[src/rtl/rr_merge_arbiter_dataless_pkg.sv]
// rr_merge_arbiter_dataless_pkg: shared sizing helper for the round-robin merge arbiter.
package rr_merge_arbiter_dataless_pkg;
   function automatic int idx_width(int size);
      return size > 1 ? $clog2(size) : 1;
   endfunction
endpackage

[src/rtl/rr_merge_arbiter_dataless_if.sv]
// rr_merge_arbiter_dataless_if: input tokens, output token channel and index channel.
interface rr_merge_arbiter_dataless_if
   import rr_merge_arbiter_dataless_pkg::*;
#(
   parameter int SIZE        = 2,
   parameter int INDEX_WIDTH = idx_width(SIZE)
) ();
   logic [SIZE-1:0]        ins_valid;
   logic [SIZE-1:0]        ins_ready;
   logic                   outs_valid;
   logic                   outs_ready;
   logic [INDEX_WIDTH-1:0] index;
   logic                   index_valid;
   logic                   index_ready;
   modport master (
      input  ins_valid, outs_ready, index_ready,
      output ins_ready, outs_valid, index, index_valid
   );
   modport slave (
      output ins_valid, outs_ready, index_ready,
      input  ins_ready, outs_valid, index, index_valid
   );
endinterface

[src/rtl/rr_merge_arbiter_dataless_picker.sv]
// rr_priority_picker: first set request at or after ptr, wrapping, via a double-width rotate-scan.
module rr_priority_picker
   import rr_merge_arbiter_dataless_pkg::*;
#(
   parameter int SIZE = 2,
   parameter int IW   = idx_width(SIZE)
) (
   input  logic [SIZE-1:0] req,
   input  logic [IW-1:0]   ptr,
   output logic            any,
   output logic [IW-1:0]   grant_idx,
   output logic [SIZE-1:0] grant_onehot
);
   localparam logic [IW:0] SZ = (IW+1)'(SIZE);
   logic [2*SIZE-1:0] dbl;
   logic [IW:0]       off;
   logic [IW:0]       sum;
   assign dbl = {req, req} >> ptr;
   always_comb begin
      off = '0;
      for (int i = SIZE - 1; i >= 0; i--)
         if (dbl[i]) off = (IW+1)'(i);
   end
   assign any          = |req;
   assign sum          = {1'b0, ptr} + off;
   assign grant_idx    = IW'(sum >= SZ ? sum - SZ : sum);
   assign grant_onehot = any ? SIZE'(1) << grant_idx : '0;
endmodule

[src/rtl/rr_merge_arbiter_dataless.sv]
// rr_merge_arbiter_dataless: round-robin merge into a one-slot register forked to token and index channels.
module rr_merge_arbiter_dataless
   import rr_merge_arbiter_dataless_pkg::*;
#(
   parameter int SIZE        = 2,
   parameter int INDEX_WIDTH = idx_width(SIZE)
) (
   input logic                      clk,
   input logic                      rst,
   rr_merge_arbiter_dataless_if.master bus
);
   localparam logic [INDEX_WIDTH-1:0] LAST = INDEX_WIDTH'(SIZE - 1);
   logic                   full, sent_outs, sent_index;
   logic [INDEX_WIDTH-1:0] idx_q, ptr, g;
   logic [SIZE-1:0]        onehot;
   logic                   any, done, load;
   rr_priority_picker #(.SIZE(SIZE), .IW(INDEX_WIDTH)) u_pick (
      .req          (bus.ins_valid),
      .ptr          (ptr),
      .any          (any),
      .grant_idx    (g),
      .grant_onehot (onehot)
   );
   assign done            = full & (sent_outs | bus.outs_ready) & (sent_index | bus.index_ready);
   assign load            = (~full | done) & any;
   assign bus.ins_ready   = (rst & load) ? onehot : '0;
   assign bus.outs_valid  = full & ~sent_outs;
   assign bus.index_valid = full & ~sent_index;
   assign bus.index       = idx_q;
   always_ff @(posedge clk or negedge rst)
      if (!rst) begin
         full       <= 1'b0;
         sent_outs  <= 1'b0;
         sent_index <= 1'b0;
         idx_q      <= '0;
         ptr        <= '0;
      end else if (load) begin
         full       <= 1'b1;
         sent_outs  <= 1'b0;
         sent_index <= 1'b0;
         idx_q      <= g;
         ptr        <= (g == LAST) ? '0 : g + 1'b1;
      end else if (done) begin
         full       <= 1'b0;
         sent_outs  <= 1'b0;
         sent_index <= 1'b0;
      end else begin
         sent_outs  <= sent_outs | (bus.outs_valid & bus.outs_ready);
         sent_index <= sent_index | (bus.index_valid & bus.index_ready);
      end
endmodule

[src/flat_wrapper.sv]
// flat-port wrapper written by rule: the top's interface ports become plain ports
module rr_merge_arbiter_dataless_flat import rr_merge_arbiter_dataless_pkg::*;
#(
   parameter int SIZE        = 2,
   parameter int INDEX_WIDTH = idx_width(SIZE)
)
  (clk, rst, bus_ins_valid, bus_outs_ready, bus_index_ready, bus_ins_ready, bus_outs_valid, bus_index, bus_index_valid);
  rr_merge_arbiter_dataless_if #(.SIZE(SIZE), .INDEX_WIDTH(INDEX_WIDTH)) bus_i ();
  input logic clk;
  input logic rst;
  input wire logic [$bits(bus_i.ins_valid)-1:0] bus_ins_valid;
  input wire logic [$bits(bus_i.outs_ready)-1:0] bus_outs_ready;
  input wire logic [$bits(bus_i.index_ready)-1:0] bus_index_ready;
  output wire logic [$bits(bus_i.ins_ready)-1:0] bus_ins_ready;
  output wire logic [$bits(bus_i.outs_valid)-1:0] bus_outs_valid;
  output wire logic [$bits(bus_i.index)-1:0] bus_index;
  output wire logic [$bits(bus_i.index_valid)-1:0] bus_index_valid;
  assign bus_i.ins_valid = bus_ins_valid;
  assign bus_i.outs_ready = bus_outs_ready;
  assign bus_i.index_ready = bus_index_ready;
  assign bus_ins_ready = bus_i.ins_ready;
  assign bus_outs_valid = bus_i.outs_valid;
  assign bus_index = bus_i.index;
  assign bus_index_valid = bus_i.index_valid;
  rr_merge_arbiter_dataless #(.SIZE(SIZE), .INDEX_WIDTH(INDEX_WIDTH)) u_core (.clk(clk), .rst(rst), .bus(bus_i));
endmodule
[config.mk]
export PLATFORM = sky130hd
export DESIGN_NAME = rr_merge_arbiter_dataless_flat
export DESIGN_NICKNAME = d
export VERILOG_FILES = /design/src/rtl/rr_merge_arbiter_dataless_pkg.sv /design/src/rtl/rr_merge_arbiter_dataless_if.sv /design/src/rtl/rr_merge_arbiter_dataless_picker.sv /design/src/rtl/rr_merge_arbiter_dataless.sv /design/src/flat_wrapper.sv
export SDC_FILE = /design/constraint.sdc
export NUM_CORES = 1
export LEC_CHECK = 0
export ABC_CLOCK_PERIOD_IN_PS = 2920
export BUFFER_PORTS_ARGS = -buffer_cell sky130_fd_sc_hd__buf_2
export CAP_MARGIN = 20
export CORE_AREA = 10 10 47 49
export DETAILED_ROUTE_END_ITERATION = 8
export DIE_AREA = 0 0 57 59
export PLACE_DENSITY = 0.42
export SLEW_MARGIN = 20
export SYNTH_ARGS = -nofsm -noshare
export SYNTH_HDL_FRONTEND = slang
export SYNTH_SLANG_ARGS = --single-unit
export TNS_END_PERCENT = 5
[constraint.sdc]
create_clock -name clk -period 2.92 [get_ports clk]
set_clock_uncertainty 0.1 [all_clocks]
set_input_delay 0.584 -clock clk [delete_from_list [all_inputs] [get_ports clk]]
set_output_delay 0.584 -clock clk [all_outputs]
set_load 0.01 [all_outputs]
After elaboration in Yosys (flattened, before gate mapping)
Index checks and enable logic that the tools add are counted.
Widths: inputs -> output; s select.
{"block": "word_totals", "out_inout_bits": 5, "inputBits": 6, "wordCells": 41, "ff_bits": 5}
{"block": "op_classes", "n_addsub": 3, "n_shift": 2, "n_mux": 12, "reduce_logical": 2, "magnitude_cmp": 1, "n_bitwise": 16}
{"cell": "$mux 1", "count": 9}
{"cell": "$and 1x1->1", "count": 8}
{"cell": "$mux 2", "count": 3}
{"cell": "$or 1x1->1", "count": 5}
{"cell": "$shr 4x1->2", "count": 1}
{"cell": "$not 1->1", "count": 3}
{"cell": "$add 1x2->2", "count": 1}
{"cell": "$ge 2x2->1 const B", "count": 1}
{"cell": "$reduce_bool 2->1", "count": 1}
{"cell": "$reduce_or 2->1", "count": 1}
{"cell": "$shl 1x1->2 const A", "count": 1}
{"cell": "$add 1x1->1 const B", "count": 1}
{"cell": "$sub 1x1->1 const B", "count": 1}

Longest topological paths before layout
{"block": "logic_depth", "word_depth": 9, "mapped_depth": 4, "depth_no_buf": 3}

Cells and area by module
Synthesis repeated with hierarchy kept, for this count alone.
{"block": "unflattened", "hier_cells": 30, "area_unflattened_um2": 296.5}
{"module": "rr_merge_arbiter_dataless", "seq_area_each_um2": 125.1, "cells_per_inst": 24, "instances": 1, "area_each_um2": 260.2}
{"module": "rr_priority_picker", "seq_area_each_um2": 0.0, "cells_per_inst": 6, "instances": 1, "area_each_um2": 36.3}

Worst setup path after synthesis
No wires, ideal clock.
{"block": "synth_timing", "kind": "input port to output port", "from": "in bus_outs_ready", "to": "out bus_ins_ready[0]", "arrival_ns": 1.074, "cell_stages": 3, "required_time_ns": 2.236, "path_buffers": 0, "setup_slack_ns": 1.162, "cell_sequence": "o22ai_2 > a21bo_1 > nor2_1"}
{"block": "synth_via", "elab_chain_cells": 7}
{"element": "start, declared", "line_no": "flat_wrapper.sv:12", "source": "input wire logic [$bits(bus_i.outs_ready)-1:0] bus_outs_ready;"}
{"element": "$or 1x1->1", "line_no": "rr_merge_arbiter_dataless.sv:24", "source": "assign done = full & (sent_outs | bus.outs_ready) & (sent_index | bus.index_ready);"}
{"element": "$and 1x1->1 (2 in a row)", "line_no": "rr_merge_arbiter_dataless.sv:24"}
{"element": "$or 1x1->1", "line_no": "rr_merge_arbiter_dataless.sv:25", "source": "assign load = (~full | done) & any;"}
{"element": "$and 1x1->1", "line_no": "rr_merge_arbiter_dataless.sv:25"}
{"element": "$and 1x1->1", "line_no": "rr_merge_arbiter_dataless.sv:26", "source": "assign bus.ins_ready = (rst & load) ? onehot : '0;"}
{"element": "$mux 2", "line_no": "rr_merge_arbiter_dataless.sv:26"}
{"element": "end, declared", "line_no": "flat_wrapper.sv:14", "source": "output wire logic [$bits(bus_i.ins_ready)-1:0] bus_ins_ready;"}
Every way passes these cells.

Final worst setup path
Same ends and word-level chain as after synthesis.

==> key figures <==
Place
  • Port bufs: 10
  • GP Congestion: 0.666
  • Place WS: a little under 0.9 ns
  • Post-DP HPWL: 546 um

Detailed routing
  • TritonRoute pass-1 iters: 4
  • Vias after detailed routing: between 200 and 300
  • DRC violations left: 0
  • Number of DRC markers in iteration 0: 7
  • WL final: approximately 670 um
  • Avg Vias per Cell: 4.47
  • Antenna-violating nets left: 0
  • DR WL/cell: roughly 11 um

Timing
  • Max-slew violations: 0
  • Final Hold Fails: 0
  • Final Setup Violations: 0
  • Max Clock Freq: 493 MHz
  • Final Cycle Share: 69.4%
  • Fin Setup TNS: 0 ns
  • Min Clock Period, post-route: 2.03 ns
  • Slew @ Worst Pin: 0.257 ns
  • Max_slew headroom: 82.7%
  • Final worst slack: 0.892 ns
  • Hold_ws: approximately 0.068 ns
  • Unrepaired setup endpoints after global routing: no

Global routing
  • GRT Util Overall: 4.08%
  • Antenna violations before repair: 0
  • Vias in the first global route: ~260
  • Met3 GRT Util: 3.22%
  • Grt peak-use layer: met2
  • M1 GR Usage: 4.44%
  • Remaining Overflow, GRT: 0
  • Pin count of the biggest net entering global routing: 10
  • First-pass GRT wire length: 1070 um
  • GR Util met2: 5.12%

Setup path
  • FF-to-FF Start: u_core.full
  • Crit Path Max Fanout: 5
  • Most frequent CP cell: buf_2
  • Critical path class: input port to primary output
  • CP required: between 2 and 2.5 ns
  • Worst path cell trace: buf_2 > o22ai_2 > a21bo_1 > nor2_1 > buf_2
  • Largest stage delay on the critical path: 0.26 ns
  • Worst R2R Path Depth: 3
  • Critical Path Slowest Stage Cell: o22ai_2
  • CP Capture Type: primary output
  • Worst Path Arrival: approximately 1.3 ns
  • Critical R2R Capture: u_core.sent_outs
  • Slack of the worst reg-to-reg path: between 1.5 and 2 ns
  • CP Launch Type: input port

Power and ir drop
  • Pint: 0.000159 W
  • P_sw: 0.0000671 W
  • Combinational share of power: 24.5%
  • Fraction of power spent switching nets: 29.7%
  • Clk pwr share: 34.2%
  • Power Dens Cells: 624 nW/um2
  • P_leak: 0.193 nW
  • Reg power frac: between 40 and 50%
  • Peak supply drop: 0.182 mV

Floorplan
  • Initial Utilization: 19.8%
  • Chip Height: 59 um
  • Die area: 3360 um2
  • Rows: 14
  • # IOs: 11
  • Die X-Extent: around 57 um
  • CORE AREA: 1400 um2

Clock network
  • CTS buffer count: 3
  • Postcts setup bufs: 0
  • Hold_buf cts: 0
  • Root Driver: clkbuf_4
  • Clk sinks: 5
  • CTS resizes: 0
  • Clock Pin Slew Worst Setup and Hold Paths: 0.04 ns
  • TritonCTS clock tree: done
  • Skew-Pair Late Insertion Delay: 0.24 ns
  • Htree depth: 1
  • Clock Tree Buf Depth: 2

Worst hold path
  • Worst Hold Class: input port to asynchronous set/reset pin

Synthesis
  • Yosys Warn Count: 0
  • Top FF cell, synth: dfrtp_1
  • Cells after synthesis: 31
  • Ys async rst share: 100%
  • Net Count, Synth: 37
  • Synth unique cells: 13
  • Top area cells in the synthesized netlist: dfrtp_1, nand2_1, nor2_1
  • Most frequent cell after synthesis: nand2_1
  • Yosys top cell by area: dfrtp_1
  • Seq/Total Area, Yosys: 45.0%
  • Syn Area/Cell: 8.96 um2
  • Top cells by count, synth: nand2_1, dfrtp_1, nor2_1
  • Synth Register Bits: 5
  • Area share of the largest cell type after synthesis: a little under half
  • Post-synth EDFFs: 0
  • Area of the mapped netlist: 278 um2

Layout
  • Ratio of cells with drive above 1 in the final layout: 31.8%
  • P&R area growth vs syn: 30.6%
  • Nets: 51
  • Core Util, Final: 25.9%
  • ANT cells: 0

Run
  • Max-Cap Viols: 0

Status
  • Outcome: finished, final reports clean
==> registers in the layout, indices dropped and copies added, names as in the netlist <==
name and flops:
u_core.bus.index 1, u_core.full 1, u_core.ptr 1, u_core.sent_index 1
u_core.sent_outs 1
==> critical path: cells and delay by family <==
kind                   cells  cell delay (ns)
AO/OA/AOI/OAI              2             0.45
buffers and inverters      2             0.25
AND/OR/NAND/NOR            1             0.05
==> power by group through the flow <==
stage | clock (W) | combinational, W | sequential [W]
4_1_cts | 0.0000800 | 0.0000570 | 0.0000932
5_1_grt | 0.0000879 | 0.0000637 | 0.0000953
6_report | 0.0000775 | 0.0000555 | 0.0000932
2_1_floorplan | 0 | 0.0000355 | 0.0000931
3_5_place_dp | 0 | 0.0000572 | 0.0000937
3_3_place_gp | 0 | 0.0000570 | 0.0000944
==> cell families (layout without fill, tap and decap cells) <==
family	after synthesis	in the layout	share of synthesized area [%]
simple gates	12	12	16.7
compound gates	10	10	30.2
flops	5	5	45.0
buf+inv	4	17	8.11
==> metal layers <==
layer	share of wire [%]	wire length (um)
met1	49	330
met2	37	246
met3	13	87
met4	0.89	6
met5	0	0
==> metrics by stage <==
| stage | cells | area (um2) | total power (W) |
|---|---|---|---|
| final | 60 | 363 | 0.000226 |
| after global routing | 60 | 363 | 0.000247 |
| after CTS | 60 | 363 | 0.000230 |
| after detailed placement | 56 | 337 | 0.000151 |
| after global placement | 56 | 337 | 0.000151 |
| after floorplan | 31 | 278 | 0.000129 |
==> cell usage in the layout, fill, tap and decap left out <==
cell and instances:
a21bo_1 1, a21o_1 2, a21oi_1 2, a221oi_1 2, a32o_1 1, buf_2 10, clkbuf_1 1, clkbuf_4 3
dfrtp_1 5, inv_1 3, nand2_1 6, nor2_1 5, nor3_1 1, o22ai_2 1, o41ai_1 1
==> area by class of cell <==
type,instances,area (um2)
fillers,159,1040
multi-input cells,22,130
flip-flops and latches,5,125
repair buffers,10,50.0
clock buffers,4,26.3
well taps,16,20.0
inverters,3,11.3
==> worst max-delay path by stage <==
stage | end | from | cells after the start | slack, ns
after floorplan | bus_ins_ready[0] | bus_outs_ready | 3 | 1.16
after global placement | bus_ins_ready[0] | bus_outs_ready | 5 | 0.88
after detailed placement | bus_ins_ready[0] | bus_outs_ready | 5 | 0.89
after CTS | bus_ins_ready[0] | bus_outs_ready | 5 | 0.89
after global routing | bus_ins_ready[0] | bus_outs_ready | 5 | 0.84
final | bus_ins_ready[0] | bus_outs_ready | 5 | 0.89
Note: power is estimated with default switching activity, not from simulation.
